## src/rtl/ps2_pkg.sv

```systemverilog
// ps2_pkg: shared PS/2 receiver state encoding, frame size and timing defaults
package ps2_pkg;
  typedef enum logic [1:0] {ST_IDLE, ST_DATA, ST_PARITY, ST_STOP} ps2_state_e;
  localparam int PS2_FRAME_BITS  = 11;
  localparam int PS2_DATA_W      = PS2_FRAME_BITS - 3;
  localparam int PS2_SYNC_STAGES = 2;
  localparam int PS2_FILTER_LEN  = 8;
  localparam int PS2_TIMEOUT_CYC = 100000;
endpackage

```

## src/rtl/ps2_rx_fifo.sv

```systemverilog
// ps2_rx_fifo: small synchronous FIFO for decoded PS/2 words with flush
module ps2_rx_fifo #(
  parameter int DATA_W     = 8,
  parameter int FIFO_DEPTH = 4
) (
  input  logic              clk,
  input  logic              reset_n,
  input  logic              flush,
  input  logic              push,
  input  logic [DATA_W-1:0] push_data,
  input  logic              pop,
  output logic [DATA_W-1:0] pop_data,
  output logic              full,
  output logic              empty
);
  localparam int AW = $clog2(FIFO_DEPTH);
  localparam int CW = AW + 1;
  logic [DATA_W-1:0] mem_q [FIFO_DEPTH];
  logic [DATA_W-1:0] mem_d [FIFO_DEPTH];
  logic [AW-1:0] wr_q, wr_d, rd_q, rd_d;
  logic [CW-1:0] cnt_q, cnt_d;
  logic wr_en, rd_en;
  assign full     = cnt_q == CW'(FIFO_DEPTH);
  assign empty    = cnt_q == '0;
  assign pop_data = mem_q[rd_q];
  // a full FIFO still accepts a write when the head is popped in the same cycle
  always_comb begin
    rd_en = pop & ~empty;
    wr_en = push & (~full | rd_en);
    mem_d = mem_q;
    if (wr_en) mem_d[wr_q] = push_data;
    wr_d  = flush ? '0 : wr_q + AW'(wr_en);
    rd_d  = flush ? '0 : rd_q + AW'(rd_en);
    cnt_d = flush ? '0 : cnt_q + CW'(wr_en) - CW'(rd_en);
  end
  // storage and pointer registers
  always_ff @(posedge clk or negedge reset_n) begin
    if (!reset_n) begin
      mem_q <= '{default: '0};
      wr_q  <= '0;
      rd_q  <= '0;
      cnt_q <= '0;
    end else begin
      mem_q <= mem_d;
      wr_q  <= wr_d;
      rd_q  <= rd_d;
      cnt_q <= cnt_d;
    end
  end
endmodule

```

## src/rtl/ps2_rx_frame.sv

```systemverilog
// ps2_rx_frame: PS/2 device-to-host frame receiver with deglitch, timeout and output FIFO
module ps2_rx_frame
  import ps2_pkg::*;
#(
  parameter int DATA_W      = PS2_DATA_W,
  parameter int FIFO_DEPTH  = 4,
  parameter int SYNC_STAGES = PS2_SYNC_STAGES,
  parameter int FILTER_LEN  = PS2_FILTER_LEN,
  parameter int TIMEOUT_CYC = PS2_TIMEOUT_CYC
) (
  input  logic              clk,
  input  logic              reset_n,
  input  logic              en,
  input  logic              ps2clk,
  input  logic              ps2data,
  output logic [DATA_W-1:0] rx_data,
  output logic              rx_valid,
  input  logic              rx_ready,
  output logic              busy,
  output logic              parity_err,
  output logic              frame_err,
  output logic              timeout_err,
  output logic              overflow
);
  localparam int FW = $clog2(FILTER_LEN + 1);
  localparam int BW = $clog2(DATA_W);
  localparam int TW = $clog2(TIMEOUT_CYC + 1);
  logic [SYNC_STAGES-1:0] clk_sync_q, clk_sync_d, dat_sync_q, dat_sync_d;
  logic [FW-1:0] flt_cnt_q, flt_cnt_d;
  logic flt_clk_q, flt_clk_d, strobe_q, strobe_d, bit_q, bit_d;
  ps2_state_e state_q, state_d;
  logic [BW-1:0] bitcnt_q, bitcnt_d;
  logic [DATA_W-1:0] shift_q, shift_d;
  logic par_q, par_d;
  logic [TW-1:0] tmo_q, tmo_d;
  logic tmo_hit, stop_now, parity_ok;
  logic push_q, push_d, parity_err_q, parity_err_d, frame_err_q, frame_err_d;
  logic timeout_err_q, timeout_err_d, overflow_q, overflow_d;
  logic fifo_full, fifo_empty, pop;
  assign tmo_hit     = tmo_q == TW'(TIMEOUT_CYC);
  assign busy        = state_q != ST_IDLE;
  assign rx_valid    = ~fifo_empty;
  assign pop         = rx_valid & rx_ready;
  assign parity_err  = parity_err_q;
  assign frame_err   = frame_err_q;
  assign timeout_err = timeout_err_q;
  assign overflow    = overflow_q;
  // synchronise both pins, accept a new ps2clk level only after FILTER_LEN equal samples
  always_comb begin
    clk_sync_d = (clk_sync_q << 1) | SYNC_STAGES'(ps2clk);
    dat_sync_d = (dat_sync_q << 1) | SYNC_STAGES'(ps2data);
    flt_cnt_d  = (clk_sync_q[SYNC_STAGES-1] != flt_clk_q) ? flt_cnt_q + 1'b1 : '0;
    flt_clk_d  = flt_clk_q;
    if (flt_cnt_d == FW'(FILTER_LEN)) begin
      flt_clk_d = clk_sync_q[SYNC_STAGES-1];
      flt_cnt_d = '0;
    end
    strobe_d = flt_clk_q & ~flt_clk_d;
    bit_d    = dat_sync_q[SYNC_STAGES-1];
  end
  // front-end registers idle high like the released bus
  always_ff @(posedge clk or negedge reset_n) begin
    if (!reset_n) begin
      clk_sync_q <= '1;
      dat_sync_q <= '1;
      flt_cnt_q  <= '0;
      flt_clk_q  <= 1'b1;
      strobe_q   <= 1'b0;
      bit_q      <= 1'b1;
    end else begin
      clk_sync_q <= clk_sync_d;
      dat_sync_q <= dat_sync_d;
      flt_cnt_q  <= flt_cnt_d;
      flt_clk_q  <= flt_clk_d;
      strobe_q   <= strobe_d;
      bit_q      <= bit_d;
    end
  end
  // frame state register
  always_ff @(posedge clk or negedge reset_n) begin
    if (!reset_n) state_q <= ST_IDLE;
    else state_q <= state_d;
  end
  // frame sequencing on bit strobes; disable and timeout force idle
  always_comb begin
    state_d = state_q;
    if (!en || tmo_hit) state_d = ST_IDLE;
    else if (strobe_q)
      case (state_q)
        ST_IDLE:   state_d = bit_q ? ST_IDLE : ST_DATA;
        ST_DATA:   state_d = (bitcnt_q == BW'(DATA_W - 1)) ? ST_PARITY : ST_DATA;
        ST_PARITY: state_d = ST_STOP;
        default:   state_d = ST_IDLE;
      endcase
  end
  // shift register, bit counter, parity capture and inter-bit timeout counter
  always_comb begin
    bitcnt_d = bitcnt_q;
    shift_d  = shift_q;
    par_d    = par_q;
    tmo_d    = (!en || strobe_q || state_q == ST_IDLE || tmo_hit) ? '0 : tmo_q + 1'b1;
    if (strobe_q && state_q == ST_IDLE) begin
      bitcnt_d = '0;
      shift_d  = '0;
    end
    if (strobe_q && state_q == ST_DATA) begin
      shift_d[bitcnt_q] = bit_q;
      bitcnt_d          = bitcnt_q + 1'b1;
    end
    if (strobe_q && state_q == ST_PARITY) par_d = bit_q;
  end
  // stop-bit verdict; a bad stop bit outranks a bad parity bit
  always_comb begin
    parity_ok     = ^{par_q, shift_q};
    stop_now      = strobe_q & (state_q == ST_STOP) & en & ~tmo_hit;
    push_d        = stop_now & bit_q & parity_ok;
    frame_err_d   = stop_now & ~bit_q;
    parity_err_d  = stop_now & bit_q & ~parity_ok;
    timeout_err_d = en & tmo_hit;
    overflow_d    = en & push_q & fifo_full & ~pop;
  end
  // datapath and single-cycle status pulses
  always_ff @(posedge clk or negedge reset_n) begin
    if (!reset_n) begin
      bitcnt_q      <= '0;
      shift_q       <= '0;
      par_q         <= 1'b0;
      tmo_q         <= '0;
      push_q        <= 1'b0;
      parity_err_q  <= 1'b0;
      frame_err_q   <= 1'b0;
      timeout_err_q <= 1'b0;
      overflow_q    <= 1'b0;
    end else begin
      bitcnt_q      <= bitcnt_d;
      shift_q       <= shift_d;
      par_q         <= par_d;
      tmo_q         <= tmo_d;
      push_q        <= push_d;
      parity_err_q  <= parity_err_d;
      frame_err_q   <= frame_err_d;
      timeout_err_q <= timeout_err_d;
      overflow_q    <= overflow_d;
    end
  end
  ps2_rx_fifo #(.DATA_W(DATA_W), .FIFO_DEPTH(FIFO_DEPTH)) u_fifo (
    .clk       (clk),
    .reset_n   (reset_n),
    .flush     (~en),
    .push      (push_q & en),
    .push_data (shift_q),
    .pop       (pop),
    .pop_data  (rx_data),
    .full      (fifo_full),
    .empty     (fifo_empty)
  );
endmodule

```

## config.mk

```make
export PLATFORM = sky130hd
export DESIGN_NAME = ps2_rx_frame
export DESIGN_NICKNAME = d
export VERILOG_FILES = /design/src/rtl/ps2_pkg.sv /design/src/rtl/ps2_rx_fifo.sv /design/src/rtl/ps2_rx_frame.sv
export SDC_FILE = /design/constraint.sdc
export NUM_CORES = 1
export LEC_CHECK = 0
export CAP_MARGIN = 40
export CORE_UTILIZATION = 50
export CTS_CLUSTER_DIAMETER = 120
export CTS_CLUSTER_SIZE = 8
export DETAILED_ROUTE_END_ITERATION = 10
export PLACE_DENSITY = 0.68
export SETUP_SLACK_MARGIN = 0.4
export SYNTH_ARGS = -nofsm -noshare
export SYNTH_HDL_FRONTEND = slang
export SYNTH_SLANG_ARGS = --single-unit
```

## constraint.sdc

```tcl
create_clock -name clk -period 4.8 [get_ports clk]
set_input_delay 0.48 -clock clk [delete_from_list [all_inputs] [get_ports clk]]
set_output_delay 0.48 -clock clk [all_outputs]
set_load 0.01 [all_outputs]
```

==> impl_metrics.toml <==
[drt]
postRouteAntennaNets = 0
wirelength_um = 7040
first_pass_iters = 4
wl_per_cell_um = 15.6
drc = 0
initialDrtViolationCount = 170
vias = 2435
viasPerCell = 5.41

[floorplanning]
rows = 32
coreArea_um2 = 7730
die_area_um2 = 8330
fp.dieH_um = 91.3
start_util_pct = 51.6
die_w_um = 91.3
ios = 20

[layout]
diodes = 0
layout-drive-gt1-share_pct = 21.8
register_area_um2 = 2160
multi_input_area_um2 = 1750
fill_cells = 642
finish.net_count = 358
areaGrowthSynthToFinish_pct = 12.8
final_area_um2 = 4490

[sta]
max_freq_ghz = 0.378
finalSetupViolCount = 0
finClkSkew_ns = 0.00997
slew_headroom_pct = 50.5
post-route-min-period_ns = 2.65
rsz0062_at_grt = "no"
finalWorstSetupSlack_ns = 2.15
period_share_pct = 55.1
setup_tns_ns = 0
worstMarginPinSlew_ns = 0.738
finalHoldViolCount = 0
drv_slew = 0

[synthesis]
netlist_area_um2 = 3980
syn_nets = 335
ys_ff_latch = 86
synthTopCellsByArea = "dfrtp_1 (50%), mux2_2 (9.3%), mux4_2 (4.5%)"
yosysSeqAreaShare_pct = 54.2
yosysTopAreaCellShare_pct = 50.3
async_reset_ff_share_pct = 100
synth-edff-count = 0
synth_common_cells = "dfrtp_1 (80), mux2_2 (33), nand2_1 (26)"
yosys_most_used_dff = "dfrtp_1"
synth.distinct_cells = 49
yosysWarningCount = 0
syn_inst = 320
synth_area_per_cell_um2 = 12.4
synth_most_common_cell = "dfrtp_1"
synth_area_leader_cell = "dfrtp_1"

[job]
cap_viol_max_count = 0

[worst_setup_path]
path_class = "register to output port"
path_max_fanout = 9
critPathArrivalTime_ns = 2.17
worstSetupStartpointType = "register"
worstPathRequired_ns = 4.32
endpoint_kind = "output port"

[clock_tree]
h-tree-depth = 3
post_cts_buffers = 0
cts_resized = 0
clk_path_buf_depth = 2
clock_latency_ns = 0.36
holdBufCountCts = 0
cts_sinks = 86
clockRootBuffer = "clkbuf_8"
clk_pin_slew_ns = 0.09
cts_made_buffers = 9
cts_tree = "built"

[global_route]
grt_pass1_vias = 2504
grt_start_max_net_pins = 51
grt_first_pass_wirelength_um = 12300
antenna_found_initial = 0
overflow = 0
grt_use_total_pct = 19.1

[placed_design]
post_dp_cell_area_um2 = 4270
port_buffers = 19
dp_slack_ns = 2.24
dp_hpwl_um = 4740
gp_congestion = 0.849

[power_and_ir_drop]
comb_power_share_pct = 2.6
p_int_mw = 1.04
netSwitchingFraction_pct = 22.2
p_leak_nw = 2.02
p_clk_share_pct = 42.3
power.switching_mw = 0.297
pwr_density_cell_nw_per_um2 = 297
ir_worst_vdd_uv = 274
share_seq_of_total_power_pct = 55.2

[min_path]
hold_class = "input pin to async pin"

[status]
status = "complete, no violations"
-- final timing paths --
path,end,slack [ns],startpoint,cells after the start
worst max register to register,u_fifo.cnt_q[1],2.77,u_fifo.cnt_q[0],7
worst max-delay path,rx_data[6],2.15,u_fifo.rd_q[0],2
worst min-delay path,par_q,0.06,reset_n,1
min in group clk,clk_sync_q[1],0.36,clk_sync_q[0],0
max in group asynchronous,u_fifo.cnt_q[2],3.75,reset_n,2
worst min register to register,clk_sync_q[1],0.36,clk_sync_q[0],0
-- per-layer routing --
layer	track usage, %	part of all wire [%]	up-vias	wire (µm)
li1	-	-	1169	-
met1	27.0	49	1231	3420
met2	29.4	47	29	3340
met3	4.69	2.8	6	200
met4	5.69	1.1	0	76
met5	0	0	-	0
-- layout make-up --
cell class	count	share of cell area, %
Multi-Input combinational cell	217	39.1
Clock buffer	9	2.76
Timing Repair Buffer	20	4.35
Sequential cell	86	48.1
Clock inverter	7	2.17
Inverter	9	0.752
Tap cell	102	2.84
-- registers in the layout, indices dropped and copies added, names as in the netlist --
signal and cells:
state_q 2, shift_q 8, bit_q 1, dat_sync_q 2
u_fifo.cnt_q 3, push_q 1, clk_sync_q 2, flt_cnt_q 4
par_q 1, u_fifo.rd_q 2, u_fifo.mem_q 32, tmo_q 17
timeout_err 1, flt_clk_q 1, bitcnt_q 3, frame_err 1
parity_err 1, strobe_q 1, overflow 1, u_fifo.wr_q 2
-- kinds of logic after synthesis --
group           count (synthesis)  share of synthesized area (%)
xor+xnor                       25                           5.84
compound gates                 22                           3.39
flops                          86                           54.2
buf+inv                        17                           1.76
simple gates                  115                           16.7
fa+ha+maj                       9                           3.02
mux                            46                           15.1
-- power by group through the flow --
stage / combinational, mW / clock [mW] / sequential, mW
2_1_floorplan: 0.0125 / 0 / 0.750
3_5_place_dp: 0.0360 / 0 / 0.751
6_report: 0.0343 / 0.564 / 0.736
3_3_place_gp: 0.0349 / 0 / 0.750
4_1_cts: 0.0361 / 0.575 / 0.736
5_1_grt: 0.0400 / 0.608 / 0.738
-- metrics by stage --
step	cells	util, %	power (mW)	hold slack [ns]
after CTS	450	58.1	1.35	0.0777
after floorplan	320	-	0.762	0.184
after detailed placement	434	55.3	0.787	0.348
after global routing	450	58.1	1.39	0.0904
after global placement	434	55.3	0.785	0.346
final	450	58.1	1.34	0.0620
-- cell usage in the layout, fill, tap and decap left out, types with 9 or more instances in the layout --
cell type,Yosys,final
nand2_1,26,26
clkdlybuf4s50_1,0,18
mux2_2,33,33
nand3_1,13,13
clkbuf_8,0,9
xor2_1,9,9
o21ai_0,11,11
dfrtp_1,80,80
nor2_1,25,25
xnor2_1,15,15
-- worst max-delay path, cell delays in order, from the launching register on --
cell	delay (ns)
dfrtp_1	0.72
mux4_2	0.60
clkdlybuf4s50_1	0.49
Note: power is estimated with default switching activity, not from simulation.
